**src/rtl/intr_ctrl_pkg.sv**
```systemverilog
// rtl/intr_ctrl_pkg.sv - shared constants and FSM state type for the interrupt controller
package intr_ctrl_pkg;

  localparam int N_SRC_DEF = 4;

  typedef enum logic [1:0] {
    ST_IDLE    = 2'd0,
    ST_REQ     = 2'd1,
    ST_SERVICE = 2'd2
  } state_e;

endpackage

```
**src/rtl/intr_ctrl_if.sv**
```systemverilog
// rtl/intr_ctrl_if.sv - interrupt lines, mask write and control-unit handshake bundle
interface intr_ctrl_if
  import intr_ctrl_pkg::*;
#(
  parameter int N_SRC = N_SRC_DEF
);

  localparam int IDW = $clog2(N_SRC);

  logic [N_SRC-1:0] intr_in;
  logic             ie;
  logic             mask_we;
  logic [N_SRC-1:0] mask_din;
  logic             int_ack;
  logic             int_req;
  logic [IDW-1:0]   int_id;
  logic [N_SRC-1:0] pend;

  modport master (
    output intr_in, ie, mask_we, mask_din, int_ack,
    input  int_req, int_id, pend
  );

  modport slave (
    input  intr_in, ie, mask_we, mask_din, int_ack,
    output int_req, int_id, pend
  );

endinterface

```
**src/rtl/intr_sync.sv**
```systemverilog
// rtl/intr_sync.sv - two-flop synchronizer with rising-edge detect for one interrupt line
module intr_sync (
  input  logic clk_i,
  input  logic rst_ni,
  input  logic async_i,
  output logic rise_o
);

  logic s1_q, s2_q, prev_q;

  always_ff @(posedge clk_i) begin
    if (!rst_ni) begin
      s1_q   <= 1'b0;
      s2_q   <= 1'b0;
      prev_q <= 1'b0;
    end else begin
      s1_q   <= async_i;
      s2_q   <= s1_q;
      prev_q <= s2_q;
    end
  end

  assign rise_o = s2_q & ~prev_q;

endmodule

```
**src/rtl/intr_ctrl.sv**
```systemverilog
// rtl/intr_ctrl.sv - pending/mask registers, priority pick and request/service FSM
module intr_ctrl
  import intr_ctrl_pkg::*;
#(
  parameter int N_SRC = N_SRC_DEF
) (
  input  logic        clk_i,
  input  logic        rst_ni,
  intr_ctrl_if.slave  bus
);

  localparam int IDW = $clog2(N_SRC);

  state_e           state_q, state_d;
  logic [N_SRC-1:0] pend_q, pend_d;
  logic [N_SRC-1:0] mask_q, mask_d;
  logic [N_SRC-1:0] rise, elig, clr;
  logic [IDW-1:0]   id_q, id_d, low_id;
  logic             ie_low_q, ie_low_d;

  for (genvar g = 0; g < N_SRC; g++) begin : g_sync
    intr_sync u_sync (
      .clk_i   (clk_i),
      .rst_ni  (rst_ni),
      .async_i (bus.intr_in[g]),
      .rise_o  (rise[g])
    );
  end

  assign elig = pend_q & mask_q;

  // Scan downward so the lowest set index is the last one written.
  always_comb begin
    low_id = '0;
    for (int i = N_SRC - 1; i >= 0; i--) begin
      if (elig[i]) low_id = IDW'(i);
    end
  end

  always_comb begin
    state_d  = state_q;
    id_d     = id_q;
    ie_low_d = ie_low_q;
    clr      = '0;
    unique case (state_q)
      ST_IDLE: begin
        if (bus.ie && (|elig)) begin
          state_d = ST_REQ;
          id_d    = low_id;
        end
      end
      ST_REQ: begin
        if (bus.int_ack) begin
          clr[id_q] = 1'b1;
          state_d   = ST_SERVICE;
          ie_low_d  = 1'b0;
        end else if (!bus.ie) begin
          state_d = ST_IDLE;
        end
      end
      ST_SERVICE: begin
        if (!bus.ie) ie_low_d = 1'b1;
        else if (ie_low_q) state_d = ST_IDLE;
      end
      default: state_d = ST_IDLE;
    endcase
  end

  // A fresh edge on the source being acknowledged must survive the clear.
  assign pend_d = (pend_q & ~clr) | rise;
  assign mask_d = bus.mask_we ? bus.mask_din : mask_q;

  always_ff @(posedge clk_i) begin
    if (!rst_ni) begin
      state_q  <= ST_IDLE;
      id_q     <= '0;
      pend_q   <= '0;
      mask_q   <= '1;
      ie_low_q <= 1'b0;
    end else begin
      state_q  <= state_d;
      id_q     <= id_d;
      pend_q   <= pend_d;
      mask_q   <= mask_d;
      ie_low_q <= ie_low_d;
    end
  end

  assign bus.int_req = (state_q == ST_REQ);
  assign bus.int_id  = id_q;
  assign bus.pend    = pend_q;

endmodule

```
**src/flat_wrapper.sv**
```systemverilog
// flat-port wrapper written by rule: the top's interface ports become plain ports
module intr_ctrl_flat import intr_ctrl_pkg::*;
#(
  parameter int N_SRC = N_SRC_DEF
)
  (clk_i, rst_ni, bus_intr_in, bus_ie, bus_mask_we, bus_mask_din, bus_int_ack, bus_int_req, bus_int_id, bus_pend);
  intr_ctrl_if #(.N_SRC(N_SRC)) bus_i ();
  input  logic clk_i;
  input  logic rst_ni;
  input wire logic [$bits(bus_i.intr_in)-1:0] bus_intr_in;
  input wire logic [$bits(bus_i.ie)-1:0] bus_ie;
  input wire logic [$bits(bus_i.mask_we)-1:0] bus_mask_we;
  input wire logic [$bits(bus_i.mask_din)-1:0] bus_mask_din;
  input wire logic [$bits(bus_i.int_ack)-1:0] bus_int_ack;
  output wire logic [$bits(bus_i.int_req)-1:0] bus_int_req;
  output wire logic [$bits(bus_i.int_id)-1:0] bus_int_id;
  output wire logic [$bits(bus_i.pend)-1:0] bus_pend;
  assign bus_i.intr_in = bus_intr_in;
  assign bus_i.ie = bus_ie;
  assign bus_i.mask_we = bus_mask_we;
  assign bus_i.mask_din = bus_mask_din;
  assign bus_i.int_ack = bus_int_ack;
  assign bus_int_req = bus_i.int_req;
  assign bus_int_id = bus_i.int_id;
  assign bus_pend = bus_i.pend;
  intr_ctrl #(.N_SRC(N_SRC)) u_core (.clk_i(clk_i), .rst_ni(rst_ni), .bus(bus_i));
endmodule
```
**config.mk**
```make
export PLATFORM = sky130hd
export DESIGN_NAME = intr_ctrl_flat
export DESIGN_NICKNAME = d
export VERILOG_FILES = /design/src/rtl/intr_ctrl_pkg.sv /design/src/rtl/intr_ctrl_if.sv /design/src/rtl/intr_sync.sv /design/src/rtl/intr_ctrl.sv /design/src/flat_wrapper.sv
export SDC_FILE = /design/constraint.sdc
export NUM_CORES = 1
export LEC_CHECK = 0
export BUFFER_PORTS_ARGS = -buffer_cell sky130_fd_sc_hd__buf_2
export CORE_MARGIN = 2
export CORE_UTILIZATION = 50
export DETAILED_ROUTE_END_ITERATION = 16
export HOLD_SLACK_MARGIN = 0.06
export PLACE_DENSITY = 0.74
export RECOVER_POWER = 25
export SYNTH_ARGS = -nofsm -noshare
export SYNTH_HDL_FRONTEND = slang
export SYNTH_SLANG_ARGS = --single-unit
```
**constraint.sdc**
```tcl
create_clock -name clk_i -period 1.5 [get_ports clk_i]
set_input_delay 0.3 -clock clk_i [delete_from_list [all_inputs] [get_ports clk_i]]
set_output_delay 0.3 -clock clk_i [all_outputs]
set_load 0.05 [all_outputs]
```
# Yosys cells after proc, flatten, opt, wreduce, memory -nomap -nowiden
# Index checks and enable logic that the tools add are counted.
[classes] n_lt_le_gt_ge=2 n_eq_ne=8 n_mux=17 bitwise=12 reduce_logical=8
[ops] op="two-way mux 2 bit" n=9
[ops] op="bitwise AND 4 bit" n=2
[ops] op="two-way mux 4 bit" n=2
[ops] op="inequality test 2 bit, second input constant" n=3
[ops] op="case mux 2 bit (3 select lines)" n=1
[ops] op="bitwise AND 1 bit" n=4
[ops] op="inequality test 2 x 1 -> 1 bit, second input constant" n=2
[ops] op="NOT 1 bit" n=4
[ops] op="NOT 4 bit" n=1
[ops] op="OR 4 bit" n=1
[ops] op="AND reduction 4 bit" n=1
[ops] op="OR reduction 4 bit" n=1
[ops] op="less-than comparator 2 x 3 -> 1 bit, second input constant" n=1
[ops] op="two-way mux 1 bit" n=3
[ops] op="inequality test 3 bit, second input constant" n=1
[ops] op="AND reduction 3 bit" n=1
[ops] op="demux 1 bit (select 2 bit)" n=1
[ops] op="== test 2 x 1 -> 1 bit, second input constant" n=1
[ops] op="== test 2 bit, second input constant" n=1
[ops] op=">= comparator 2 x 1 -> 1 bit, second input constant" n=1
[ops] op="logical AND 1 bit" n=2
[ops] op="zero test 2 bit" n=1
[ops] op="case mux 1 bit (2 select lines)" n=1
[ops] op="AND reduction 2 bit" n=1
[ops] op="nonzero test 2 bit" n=1
[word_totals] regBits=25 inputBits=13 output_inout_bits=7 elab_cells=64

# Longest topological paths before layout
[depth] word_depth=9 mapped_depth=4

# By module
# A second synthesis with hierarchy kept.
[unflattened] cells_unflattened=91 hier_area_um2=935.9
[by_module_without_submodules] mod="intr_ctrl" instances=1 cells_each=63 area_per_inst_um2=565.5 seq_area_each_um2=260.2
[by_module_without_submodules] mod="intr_sync" instances=4 cells_each=7 area_per_inst_um2=92.6 seq_area_each_um2=60.1

# Worst setup path after synthesis
# OpenSTA, ideal clock, no wires.
[synth_path] kind="register to register" start="reg u_core.pend_q[2] (netlist: u_core.bus.pend[2])" end="reg u_core.id_q[0] (netlist: u_core.bus.int_id[0])" setup_time_ns=0.124 arrival_time_ns=1.250 t_required_ns=1.376 setup_slack_ns=0.126 stages_incl_launch_ff=5 path_cell_list="dfxtp_1 nand2_1 a32o_1 nand4_1 o21ai_0"
[synth_between] elab_chain_cells=4
[synth_rtl] item="start: declaration" line_no="intr_ctrl.sv:15" rtl="logic [N_SRC-1:0] pend_q, pend_d;"
[synth_rtl] item="start signal: assignment" line_no="intr_ctrl.sv:83" rtl="pend_q <= pend_d;"
[synth_rtl] item="bitwise AND 4 bit *" line_no="intr_ctrl.sv:30" rtl="assign elig = pend_q & mask_q;"
[synth_rtl] item="two-way mux 2 bit or OR reduction 4 bit (tied branches)" line_no="intr_ctrl.sv:36, intr_ctrl.sv:47"
[synth_rtl] item="two-way mux 2 bit or logical AND 1 bit (tied branches)" line_no="intr_ctrl.sv:36, intr_ctrl.sv:47"
[synth_rtl] item="two-way mux 2 bit or AND reduction 2 bit (tied branches)"
[synth_rtl] item="end signal: assignment" line_no="intr_ctrl.sv:82" rtl="id_q <= id_d;"
[synth_rtl] item="end: declaration" line_no="intr_ctrl.sv:18" rtl="logic [IDW-1:0] id_q, id_d, low_id;"
# Mark *: on every way between the ends. The rest lies on a longest branch, timed or not.
# A chain may end at the register's enable or synchronous reset.

# Worst setup path in the final report
[layout_path] start="reg u_core.state_q[1]" end="out bus_int_req"
[layout_between] elab_chain_cells=1
[layout_rtl] item="start: declaration" line_no="intr_ctrl.sv:14" rtl="state_e state_q, state_d;"
[layout_rtl] item="start signal: assignment" line_no="intr_ctrl.sv:81" rtl="state_q <= state_d;"
[layout_rtl] item="== test 2 x 1 -> 1 bit" line_no="intr_ctrl.sv:89" rtl="assign bus.int_req = (state_q == ST_REQ);"
[layout_rtl] item="end: declaration" line_no="flat_wrapper.sv:15" rtl="output wire logic [$bits(bus_i.int_req)-1:0] bus_int_req;"
# Every way passes these cells.

==> results by group <==
Clocking
  • H-tree levels: 1
  • Max clock buf depth: 2
  • Num CTS Buffers: 3
  • Worst-skew pair later-pin latency: 0.30 ns
  • Clock transition at path regs: 0.11 ns
  • TritonCTS clock tree: built
  • CTS Sinks: 25
  • Clock root buffer: clkbuf_4

Pwr
  • Static leakage: 0.437 nW
  • Pwr Total: 1.14 mW
  • Maximum vdd ir drop: 0.000677 V
  • Power Density: 1080 mW/mm^2

Logic synthesis
  • Synth area leader: dfxtp_1
  • Count of cell types in the netlist: 27
  • Syn Area/Cell: 10.2 sq um
  • Ys flop type: dfxtp_1
  • Share of the synthesized area in the top cell type: 0.549
  • Flops & latches, synth: 25
  • Post-Syn Instances: 89
  • Post-synthesis sequential area ratio: 0.549
  • Post-synth design cell area: 911 sq um
  • Post-synth ARST share: 0
  • Count leader, synth: dfxtp_1
  • Ys Warns: 0
  • EDFF count, synth: 0
  • Synth area leaders: dfxtp_1 (55%), and2_1 (8.9%), mux2i_1 (4.4%)
  • Synthesized Nets: 102
  • Synth cell count leaders: dfxtp_1 (25), and2_1 (13), nand2_1 (9)

Placement
  • Detailed placement HPWL: 1080 microns
  • # port buffers: 19
  • Placer Congestion: 0.753

STA
  • Min Clock Period, post-route: 1.41 ns
  • RSZ-0062 raised after global routing: false
  • Clock Skews: 0.00430 ns
  • Final hold vios: 0
  • Fmax: 707 MHz
  • Final worst-path cycle share: 0.943
  • Endpoints failing setup: 0
  • Slew headroom: 0.451
  • Measured slew at the worst slew-check pin: 0.823 ns
  • Final setup TNS: 0 ns
  • Fin. max-slew vios: 0

Layout
  • Layout Nets: 123
  • Utilization after layout: 0.611
  • Share of layout cells above drive strength 1: 0.239
  • Fillcell total: 161
  • # diodes: 0
  • Area Growth Syn to Fin: 15.8%

Critical path
  • CP delay by family, top: flip-flops
  • Critical Path RT: 1.20 ns
  • CP max stage delay: 0.39 ns
  • CP startpoint kind: flop
  • Crit-path max FO: 4
  • WP data arrival: 1.11 ns
  • CP endpoint kind: output pin
  • CP Buf/Inv Count: 1
  • CP max-delay cell: dfxtp_1
  • CP Class: reg -> out
  • Crit-path cells: and2b_2 > buf_4

Die
  • Number of cell rows: 15
  • # IOs: 20
  • Core Region: 0.00173 sq mm
  • Die Wd: 46.7 microns
  • Initial Util: 0.528
  • Area of the die: 0.00218 sq mm
  • Die Ht: 46.7 microns

Drt
  • Routed WL: 1440 microns
  • Routed Antenna Nets: 0
  • Via/cell ratio: 4.84
  • Initial DRC Count: 0
  • Residual DRC count: 0
  • Via count: 648
  • Drt wl/cell: 10.8 microns
  • Drt pass-1 iters: 1

Global routing
  • Vias in the first global route: 584
  • Initial antenna violation count: 0
  • Overflow after GRT: 0
  • Largest net degree at the start of global routing: 27
  • First-pass GRT wire length: 2480 microns
  • Total track usage: 0.165

Job
  • MaxCap Viol Count: 0

Run status
  • Status: finished, final reports clean

Hold path
  • HP Class: in -> reg
stage by stage:
stage / cell area (sq um) / worst slack [ns] / hold slack (ns) / std cells
6_report: 1050 / 0.0862 / 0.194 / 134
4_1_cts: 1050 / 0.0473 / 0.178 / 134
3_3_place_gp: 1030 / 0.247 / 0.412 / 130
3_5_place_dp: 1030 / 0.193 / 0.417 / 130
5_1_grt: 1050 / 0.0199 / 0.172 / 134
2_1_floorplan: 911 / 0.126 / 0.406 / 89
worst paths after layout:
check	to	depth (start not counted)	start	slack (ns)
worst min register to register	u_core.g_sync[3].u_sync.s2_q	1	u_core.g_sync[3].u_sync.s1_q	0.45
worst max register to register	u_core.state_q[0]	4	u_core.state_q[0]	0.24
worst max-delay path	bus_int_req	2	u_core.state_q[1]	0.09
worst min-delay path	u_core.g_sync[0].u_sync.s1_q	2	bus_intr_in[0]	0.19
cell type report:
type                       instances  area (sq um)  area share
clock buffer                       4          26.3      0.0249
inverter                           4          15.0      0.0142
timing repair buffer              19          96.3      0.0913
sequential                        25           502       0.476
tap                               25          31.3      0.0297
multi-input combinational         57           384       0.364
what timing repair did:
| action | in CTS | in global routing |
|---|---|---|
| setup endpoints to repair | 1 | 1 |
| gates resized for setup | 1 | 1 |
| hold buffers | 0 | 0 |
| setup buffers | 0 | 0 |
metal layers:
metal	routed length (microns)	GRT usage
met1	657	0.193
met3	74	0.0471
met2	691	0.272
met4	21	0.0833
met5	0	0
power by group:
group	total, mW	internal [mW]	switching, mW
combinational	0.145	0.0595	0.0852
clock	0.275	0.104	0.171
sequential	0.717	0.696	0.0210
total	1.14	0.859	0.278
kinds of logic after synthesis:
family,Yosys count,synth area share
muxes,4,0.0440
and+or+nand+nor,35,0.227
AOI/OAI and AO/OA,18,0.151
buffers and inverters,7,0.0288
DFF,25,0.549
flip-flops by register name (all words and copies together), names as in the netlist:
signal / count
u_core.bus.int_id: 2
u_core.bus.pend: 4
u_core.g_sync.u_sync.prev_q: 4
u_core.g_sync.u_sync.s1_q: 4
u_core.g_sync.u_sync.s2_q: 4
u_core.ie_low_q: 1
u_core.mask_q: 4
u_core.state_q: 2
placed cells by master, fill, tap and decap left out, types with 2 or more instances in the layout:
master / netlist / final
nand2_1: 9 / 9
o21ai_0: 4 / 4
mux2i_1: 4 / 4
buf_2: 0 / 17
dfxtp_1: 25 / 24
a21oi_1: 2 / 2
a21boi_0: 3 / 3
and2_1: 13 / 12
nor2b_1: 3 / 3
nand2b_1: 3 / 3
inv_1: 4 / 4
clkbuf_4: 0 / 3
clkbuf_1: 3 / 2
No activity file was read; power rests on OpenSTA's default activity.
